**src/rtl/mega_alloc_pkg.sv**
```systemverilog
// rtl/mega_alloc_pkg.sv - shared state type, word size and alignment helper for the region allocator
package mega_alloc_pkg;

  typedef enum logic [1:0] {
    RUN       = 2'd0,
    EXHAUSTED = 2'd1,
    RECLAIM   = 2'd2
  } alloc_state_e;

  localparam int WORD_BYTES = 4;

  // Round a word count up to the next multiple of a power-of-two granule.
  function automatic logic [31:0] align_up_words(input logic [31:0] size,
                                                 input logic [31:0] align_words);
    logic [31:0] mask;
    mask = align_words - 32'd1;
    return (size + mask) & ~mask;
  endfunction

endpackage

```
**src/rtl/rr_multi_picker.sv**
```systemverilog
// rtl/rr_multi_picker.sv - rotated-priority picker returning up to MAX_GRANTS one-hot selections
module rr_multi_picker #(
  parameter int NUM_CORES  = 4,
  parameter int MAX_GRANTS = 2,
  localparam int IDX_W     = (NUM_CORES > 1) ? $clog2(NUM_CORES) : 1
) (
  input  logic [NUM_CORES-1:0]                  req,
  input  logic [IDX_W-1:0]                      rr_idx,
  output logic [MAX_GRANTS-1:0][NUM_CORES-1:0]  pick_onehot,
  output logic [MAX_GRANTS-1:0][IDX_W-1:0]      pick_idx,
  output logic [MAX_GRANTS-1:0]                 pick_valid,
  output logic [IDX_W-1:0]                      last_idx
);

  // Each slot takes the first still-available requester at or after rr_idx, so slot order is rotated order.
  always_comb begin
    logic [NUM_CORES-1:0] avail;
    logic [IDX_W-1:0]     idx;
    logic                 found;
    avail       = req;
    pick_onehot = '0;
    pick_idx    = '0;
    pick_valid  = '0;
    last_idx    = rr_idx;
    idx         = '0;
    found       = 1'b0;
    for (int k = 0; k < MAX_GRANTS; k++) begin
      found = 1'b0;
      for (int o = 0; o < NUM_CORES; o++) begin
        idx = IDX_W'((int'(rr_idx) + o) % NUM_CORES);
        if (!found && avail[idx]) begin
          found         = 1'b1;
          pick_idx[k]   = idx;
          pick_valid[k] = 1'b1;
        end
      end
      if (found) begin
        pick_onehot[k] = NUM_CORES'(1) << pick_idx[k];
        avail          = avail & ~pick_onehot[k];
        last_idx       = pick_idx[k];
      end
    end
  end

endmodule

```
**src/rtl/clause_region_allocator.sv**
```systemverilog
// rtl/clause_region_allocator.sv - multi-grant bump allocator for the learned-clause region with epoch reclaim
module clause_region_allocator
  import mega_alloc_pkg::*;
#(
  parameter int                    NUM_CORES   = 4,
  parameter int                    MAX_GRANTS  = 2,
  parameter int                    ADDR_WIDTH  = 32,
  parameter int                    SIZE_WIDTH  = 16,
  parameter logic [ADDR_WIDTH-1:0] BASE_ADDR   = 32'h4000_0000,
  parameter logic [ADDR_WIDTH-1:0] LIMIT_ADDR  = 32'h8000_0000,
  parameter int                    ALIGN_WORDS = 4,
  parameter int                    EPOCH_WIDTH = 8
) (
  input  logic                            clk,
  input  logic                            rst_n,
  input  logic [NUM_CORES-1:0]            alloc_req,
  input  logic [NUM_CORES*SIZE_WIDTH-1:0] alloc_size,
  output logic [NUM_CORES-1:0]            alloc_grant,
  output logic [NUM_CORES-1:0]            alloc_fail,
  output logic [NUM_CORES*ADDR_WIDTH-1:0] alloc_addr,
  input  logic                            reclaim_req,
  output logic                            reclaim_done,
  output logic [EPOCH_WIDTH-1:0]          epoch,
  output logic                            exhausted,
  output logic [ADDR_WIDTH-1:0]           current_ptr,
  output logic [ADDR_WIDTH-1:0]           bytes_free
);

  localparam int IDX_W = (NUM_CORES > 1) ? $clog2(NUM_CORES) : 1;
  localparam int AW1   = ADDR_WIDTH + 1;

  alloc_state_e                   state_q, state_d;
  logic [ADDR_WIDTH-1:0]          ptr_q, ptr_d;
  logic [IDX_W-1:0]               rr_q, rr_d;
  logic [EPOCH_WIDTH-1:0]         epoch_q;
  logic                           done_q;
  logic [ADDR_WIDTH-1:0]          free_q;

  logic [NUM_CORES-1:0]           zero_req;
  logic [NUM_CORES-1:0]           live_req;
  logic [NUM_CORES-1:0][AW1-1:0]  req_bytes;

  logic [MAX_GRANTS-1:0][NUM_CORES-1:0] pick_onehot;
  logic [MAX_GRANTS-1:0][IDX_W-1:0]     pick_idx;
  logic [MAX_GRANTS-1:0]                pick_valid;
  logic [IDX_W-1:0]                     last_idx;

  logic [NUM_CORES-1:0]                 grant_d;
  logic [NUM_CORES-1:0]                 fail_d;
  logic [NUM_CORES-1:0][ADDR_WIDTH-1:0] addr_d;
  logic [AW1-1:0]                       run_sum;
  logic [AW1-1:0]                       end_sum;
  logic                                 blocked;

  // Split zero-size requests from real ones and convert each size to aligned bytes, one bit of overflow headroom.
  always_comb begin
    logic [SIZE_WIDTH-1:0] size_w;
    size_w    = '0;
    zero_req  = '0;
    live_req  = '0;
    req_bytes = '0;
    for (int i = 0; i < NUM_CORES; i++) begin
      size_w       = alloc_size[i*SIZE_WIDTH +: SIZE_WIDTH];
      zero_req[i]  = alloc_req[i] && (size_w == '0);
      live_req[i]  = alloc_req[i] && (size_w != '0);
      req_bytes[i] = AW1'(align_up_words(32'(size_w), 32'(ALIGN_WORDS))) * AW1'(WORD_BYTES);
    end
  end

  rr_multi_picker #(
    .NUM_CORES  (NUM_CORES),
    .MAX_GRANTS (MAX_GRANTS)
  ) u_picker (
    .req         (live_req),
    .rr_idx      (rr_q),
    .pick_onehot (pick_onehot),
    .pick_idx    (pick_idx),
    .pick_valid  (pick_valid),
    .last_idx    (last_idx)
  );

  // Walk the picks as a prefix sum; the first one that overruns the limit blocks itself and all later picks.
  always_comb begin
    grant_d = '0;
    fail_d  = '0;
    addr_d  = '0;
    run_sum = {1'b0, ptr_q};
    end_sum = '0;
    blocked = 1'b0;
    if (rst_n) begin
      case (state_q)
        RUN: begin
          fail_d = zero_req;
          for (int k = 0; k < MAX_GRANTS; k++) begin
            if (pick_valid[k]) begin
              end_sum = run_sum + req_bytes[pick_idx[k]];
              if (!blocked && (end_sum <= {1'b0, LIMIT_ADDR})) begin
                grant_d              = grant_d | pick_onehot[k];
                addr_d[pick_idx[k]]  = run_sum[ADDR_WIDTH-1:0];
                run_sum              = end_sum;
              end else begin
                blocked = 1'b1;
                fail_d  = fail_d | pick_onehot[k];
              end
            end
          end
        end
        EXHAUSTED: fail_d = alloc_req;
        default:   ;
      endcase
    end
  end

  // Next state, pointer and rotation; reclaim takes priority over exhaustion.
  always_comb begin
    state_d = state_q;
    ptr_d   = ptr_q;
    rr_d    = rr_q;
    case (state_q)
      RUN: begin
        ptr_d = run_sum[ADDR_WIDTH-1:0];
        if (|pick_valid) begin
          rr_d = IDX_W'((int'(last_idx) + 1) % NUM_CORES);
        end
        if (reclaim_req) begin
          state_d = RECLAIM;
        end else if (blocked) begin
          state_d = EXHAUSTED;
        end
      end
      EXHAUSTED: begin
        if (reclaim_req) begin
          state_d = RECLAIM;
        end
      end
      RECLAIM: begin
        state_d = RUN;
        ptr_d   = BASE_ADDR;
      end
      default: state_d = RUN;
    endcase
  end

  // State registers; leaving RECLAIM bumps the epoch and raises reclaim_done alongside the rewound pointer.
  always_ff @(posedge clk or negedge rst_n) begin
    if (!rst_n) begin
      state_q <= RUN;
      ptr_q   <= BASE_ADDR;
      rr_q    <= '0;
      epoch_q <= '0;
      done_q  <= 1'b0;
      free_q  <= LIMIT_ADDR - BASE_ADDR;
    end else begin
      state_q <= state_d;
      ptr_q   <= ptr_d;
      rr_q    <= rr_d;
      done_q  <= (state_q == RECLAIM);
      free_q  <= LIMIT_ADDR - ptr_d;
      if (state_q == RECLAIM) begin
        epoch_q <= epoch_q + EPOCH_WIDTH'(1);
      end
    end
  end

  assign alloc_grant  = grant_d;
  assign alloc_fail   = fail_d;
  assign alloc_addr   = addr_d;
  assign reclaim_done = done_q;
  assign epoch        = epoch_q;
  assign exhausted    = (state_q == EXHAUSTED);
  assign current_ptr  = ptr_q;
  assign bytes_free   = free_q;

endmodule
```
**config.mk**
```make
export PLATFORM = sky130hd
export DESIGN_NAME = clause_region_allocator
export DESIGN_NICKNAME = d
export VERILOG_FILES = /design/src/rtl/mega_alloc_pkg.sv /design/src/rtl/rr_multi_picker.sv /design/src/rtl/clause_region_allocator.sv
export SDC_FILE = /design/constraint.sdc
export NUM_CORES = 1
export LEC_CHECK = 0
export ABC_AREA = 1
export CAP_MARGIN = 20
export CORE_ASPECT_RATIO = 0.7
export CORE_UTILIZATION = 52
export CTS_CLUSTER_DIAMETER = 50
export DETAILED_ROUTE_END_ITERATION = 10
export PLACE_DENSITY = 0.83
export SYNTH_ARGS = -nofsm -noshare
export SYNTH_HDL_FRONTEND = slang
export SYNTH_SLANG_ARGS = --single-unit
```
**constraint.sdc**
```tcl
create_clock -name clk -period 27 [get_ports clk]
set_input_delay 8.1 -clock clk [delete_from_list [all_inputs] [get_ports clk]]
set_output_delay 8.1 -clock clk [all_outputs]
set_load 0.005 [all_outputs]
```
==> results.py <==
metrics = {
    "status": {
        "status": "finished clean",
    },
    "placed_design": {
        "gp_congestion": 1.06,
        "place.detailed.hpwl_mm": 44.6,
        "portBuffers": 280,
    },
    "global_routing": {
        "grt_pass1_wl_mm": 85.6,
        "overflow": 0,
        "grt_pass1_vias": 14900,
        "grt_max_degree": 77,
        "track_usage_pct": 48.0,
        "antenna_found_initial": 1,
    },
    "layout": {
        "final_cell_mix": "nand2_1, inv_1, clkdlybuf4s50_1",
        "final_net_count": 2457,
        "nFillCells": 1862,
        "final_common_cell": "nand2_1",
        "area_delta_synth_final_pct": 34.3,
        "drive_above_1_share_pct": 10.1,
    },
    "synthesis": {
        "synth_top_area_share_pct": 18.9,
        "yosysWarnings": 0,
        "async_flop_share_pct": 100,
        "netlist_area_um2": 11600,
        "ys_ff_latch": 76,
        "synthesis.nets": 2170,
        "synth-edff-count": 0,
        "ys_top_cells_by_area": "nand2_1, dfrtp_1, inv_1",
        "synth.distinct_cells": 52,
        "synth_flop_cell": "dfrtp_1",
        "synthCells": 2065,
        "synth_area_per_cell_um2": 5.63,
        "yosysTopAreaCell": "nand2_1",
        "ys_seq_area_share_pct": 16.4,
    },
    "sta": {
        "slew_headroom_pct": 22.3,
        "fin_setup_tns_ns": 0,
        "drv_slew": 0,
        "post-route-min-period_ns": 26.48,
        "tightest_slew_ns": 1.16,
        "finalHoldViolCount": 0,
        "fmax_mhz": 37.8,
        "clock-skew-final_ns": 0.0108,
        "finalSetupViolations": 0,
        "fin_crit_sh_pct": 98.1,
    },
    "clock_tree": {
        "cts.sinks": 76,
        "cts_tree": "built",
        "clk_pin_slew_ns": 0.06,
        "clkLatencyLatePin_ns": 0.36,
        "cts-root-buf": "clkbuf_16",
        "htreeDepth": 3,
        "clk_path_buf_depth": 2,
        "numCtsBuffers": 9,
    },
    "routing": {
        "drt-initial-drc-count": 2746,
        "drcViolationCount": 0,
        "first_pass_iters": 7,
        "vias_per_cell": 6.22,
        "vias": 16400,
        "drtAntennaViolNets": 0,
        "routed_wl_mm": 56.2,
        "wl_per_cell_um": 21.3,
    },
    "worst_setup_path": {
        "max_stage_delay_ns": 0.58,
        "critPathArrivalTime_ns": 18.38,
        "crit_slowest_cell": "clkdlybuf4s50_1",
        "cp-start-kind": "input pin",
        "endpoint_kind": "output pin",
        "cp_max_fo": 19,
        "required_ns": 18.90,
        "critPathKind": "in -> out",
        "cp_common_cell": "nand2_1",
    },
    "floorplanning": {
        "start_util_pct": 53.4,
        "coreArea_um2": 21800,
        "fp.dieH_um": 127,
        "num_io_pins": 281,
        "fp.dieW_um": 181,
        "die-area_um2": 23000,
        "num_rows": 45,
    },
    "min_path": {
        "hp-class": "reg -> reg",
    },
    "run": {
        "maxCapViolCount": 0,
    },
}
[synthesized netlist by cell type (all sizes together), types with 3 or more instances]
master / n
o221ai: 5
a22oi: 29
nor4: 5
buf: 39
clkinv: 4
o21bai: 7
dfrtp: 74
nor3: 40
o21ai: 61
nand3b: 8
nand2: 625
o22ai: 16
a22o: 3
clkbuf: 42
or2: 7
xor2: 38
nand3: 128
nor2: 307
nand4: 67
a221oi: 12
xnor2: 20
o211ai: 6
o2111ai: 8
inv: 325
a211oi: 75
ha: 32
a21oi: 69
[critical path: cells and delay by family]
kind | cells | cell delay [ns]
AOI/OAI and AO/OA | 9 | 2.27
xor gates and xnor gates | 2 | 0.39
adders and majority gates | 3 | 1.01
buffers and inverters | 13 | 2.41
and+or+nand+nor | 35 | 4.09
[metrics by stage]
step	instance area [um^2]	util, %	setup slack [ns]	cells	hold slack (ns)
global placement	15000	69.0	0.452	2617	0.489
detailed placement	15000	69.0	0.146	2617	0.521
CTS	15300	70.4	0.109	2633	0.540
floorplan	11600	-	2.43	2065	0.497
global route	15600	71.7	-0.0597	2639	0.573
finish	15600	71.7	0.519	2640	0.544
[area by class of cell]
cell class                      instances  area, um^2  share of cell area, %
Sequential cell                        76        1900                   12.2
Tap cell                              282         353                   2.26
Inverter                              329        1240                   7.95
Antenna cell                            1        2.50                 0.0160
Multi-Input combinational cell       1579        8300                   53.2
Clock inverter                          6        68.8                  0.441
Timing Repair Buffer                  357        3510                   22.4
Clock buffer                           10         239                   1.53
[path summary, 6_finish.rpt]
kind	depth (start not counted)	slack, ns	to	start
setup / recovery	62	0.52	alloc_addr[28]	alloc_size[61]
setup reg to reg	58	16.08	bytes_free[20]$_DFF_PN0_	rr_q[0]$_DFFE_PN0P_
hold reg to reg	1	0.54	epoch[4]$_DFFE_PN0P_	epoch[4]$_DFFE_PN0P_
hold / removal	1	0.54	epoch[4]$_DFFE_PN0P_	epoch[4]$_DFFE_PN0P_
min in group asynchronous	1	7.66	epoch[7]$_DFFE_PN0P_	rst_n
max in group asynchronous	2	18.02	current_ptr[22]$_DFF_PN0_	rst_n
[layer usage]
metal / routed length, um / up-vias / GRT usage [%] / part of all wire (%)
met4: 3230 / 0 / 22.8 / 5.7
met3: 9370 / 307 / 17.4 / 17
met1: 21400 / 7386 / 63.5 / 38
li1: - / 7255 / - / -
met5: 0 / - / 0 / 0
met2: 22300 / 1466 / 68.9 / 40
[cell families after synthesis]
family	synth area share (%)
AOI/OAI and AO/OA	16.7
xor gates and xnor gates	4.43
adders and majority gates	3.79
buffers and inverters	14.0
DFF	16.4
and+or+nand+nor	44.7
[state kept, by name (all words and copies together), names as in the netlist]
name / flops
bytes_free: 32
current_ptr: 31
epoch: 8
rr_q: 2
state_q: 2
reclaim_done: 1
[what timing repair did]
item,CTS,global route
hold buffers,0,0
buffers inserted,0,5
setup endpoints to repair,0,136
resized for setup,0,47
Power is not shown: default switching activity piles up to over one toggle a cycle in this logic, so the estimate is an artifact.
==> RTL edit (same flow settings) <==
`MAX_GRANTS` is set to 2 in 2 places; all go to 1.
--- a/src/rtl/rr_multi_picker.sv
+++ b/src/rtl/rr_multi_picker.sv
@@ -3,3 +3,3 @@
   parameter int NUM_CORES  = 4,
-  parameter int MAX_GRANTS = 2,
+  parameter int MAX_GRANTS = 1,
   localparam int IDX_W     = (NUM_CORES > 1) ? $clog2(NUM_CORES) : 1
--- a/src/rtl/clause_region_allocator.sv
+++ b/src/rtl/clause_region_allocator.sv
@@ -5,3 +5,3 @@
   parameter int                    NUM_CORES   = 4,
-  parameter int                    MAX_GRANTS  = 2,
+  parameter int                    MAX_GRANTS  = 1,
   parameter int                    ADDR_WIDTH  = 32,
Function: not settled (the Yosys comparison gave no result); the edit may change what the design does.
==> RTL edit against the original RTL <==
Sequential share of layout area is 4.6 points higher; non-clock buffer count down 70; cell area is 27% lower; area after synthesis shrank 30%; utilization rose by 4.1 points; critical path depth fell by 28; critical endpoint is now alloc_addr[20]; worst hold slack lost 0.062 ns; largest cell class unchanged; routed wire length fell by 46%; sequential cell count unchanged; worst setup slack better by 2.6 ns; count of clock-buffer cells in the layout fell by 1.
==> RTL edit: results (changes against the original RTL) <==
metric,value,unit,change
clock root buffer,clkbuf_16,,
Routed Wire Length,30.6,mm,-46%
hpwl dp,24.0,mm,-46%
Post-Place Worst Slack,3.50,ns,+3.36 ns
largest net degree at the start of global routing,55,,-29%
crit path launch,alloc_size[45],,
top post-synthesis cells by area,"dfrtp_1 (23%), nand2_1 (17%), nor2_1 (12%), inv_1 (10%), nand3_1 (6.5%)",,
TritonRoute pass-1 iters,8,,+1
Placer Congestion,0.987,,-7.1%
initial antenna violation count,0,,-1
CP arrival,15.76,ns,-2.62 ns
post-CTS sizing,0,,unchanged
Layout Nets,1751,,-29%
drt via density,5.43,,-13%
footprint of the multi-input gates,0.00516,mm²,-38%
"Max FO, Critical Path",35,,+16
net count after synthesis,1485,,-32%
first-pass GRT wire length,46.8,mm,-45%
R2R cell count,35,,-40%
WHS Endpoint,epoch[7]$_DFFE_PN0P_,,
post-layout min period,23.86,ns,-2.62 ns
initial DRC count,1039,,-62%
Yosys cell types,45,,-13%
fin cells,1862,,-29%
Filler Cell Count,1218,,-35%
Placement Cell Area,0.0111,mm²,-26%
Cells after Synth,1396,,-32%
total CTS buffers,9,,unchanged
status,finished clean,,
layout cell share with drive strength beyond 1,7.50,%,-2.6 points
Fin Hold WS,0.482,ns,-0.0623 ns
CP max stage cell,nor2_1,,
measured slew at the worst slew-check pin,0.916,ns,-0.245 ns
r2r setup slk,20.04,ns,+3.96 ns
CP peak stage delay,0.75,ns,+0.17 ns
CP endpoint,alloc_addr[20],,
"top cells by count, synth","nand2_1 (363), nor2_1 (267), inv_1 (223), nand3_1 (105), dfrtp_1 (74)",,
part of the Yosys area used for sequential elements,23.4,%,+7.0 points
Total GRT Usage,37.8,%,-10 points
ant diodes,0,,-1
r2r endpoint,bytes_free[22]$_DFF_PN0_,,
vias in the first global route,8966,,-40%
worst clock skew,0.00876,ns,-0.00201 ns
worst hold start,epoch[7]$_DFFE_PN0P_,,
CTS H-tree depth,3,,unchanged
==> RTL edit: changes by cell type in the layout (fill, tap and decap cells not counted), moves of 26 or more <==
cell and change:
nand2_1 -221, inv_1 -85, a211oi_1 -69, buf_4 -59, a21oi_1 -46, a22oi_1 -29, nor3_1 -26
==> RTL edit: kinds of logic (layout without fill, tap and decap cells) <==
kind of cell / Yosys count / in the layout / share of synthesized area [%]
xor+xnor: 45 / 45 / 4.84
buf+inv: 272 / 543 / 13.2
flops: 76 / 76 / 23.4
fa+ha+maj: 18 / 18 / 2.86
compound gates: 85 / 85 / 5.74
simple gates: 900 / 900 / 50.0
==> RTL edit: routing by layer <==
metal  share of wire (%)  vias to the layer above  wire length, µm  global-route usage [%]
met5                   0                        -                0                       0
met3                  12                       48             3540                    7.36
li1                    -                     4882                -                       -
met2                  43                      593            13100                    58.7
met4                 1.9                        0              584                    9.12
met1                  44                     4588            13400                    53.7
==> RTL edit: worst max-delay path, delay by kind of cell <==
kind / cells / cell delay (ns)
fa+ha+maj: 2 / 0.69
xor+xnor: 1 / 0.22
buf+inv: 7 / 1.82
compound gates: 2 / 0.32
simple gates: 22 / 4.58
==> RTL edit: cell type report <==
type / count / share of cell area, %
clock buffers: 9 / 1.98
clock inverters: 7 / 0.704
inverters: 240 / 7.93
multi-input cells: 1048 / 45.4
flip-flops and latches: 76 / 16.8
well taps: 195 / 2.15
repair buffers: 287 / 25.1
==> RTL edit: power by group <==
part           internal (W)  switching (W)  total, W
combinational      0.000504       0.000952   0.00146
sequential         0.000162      0.0000496  0.000212
clock             0.0000731      0.0000534  0.000126
total              0.000739        0.00105   0.00179
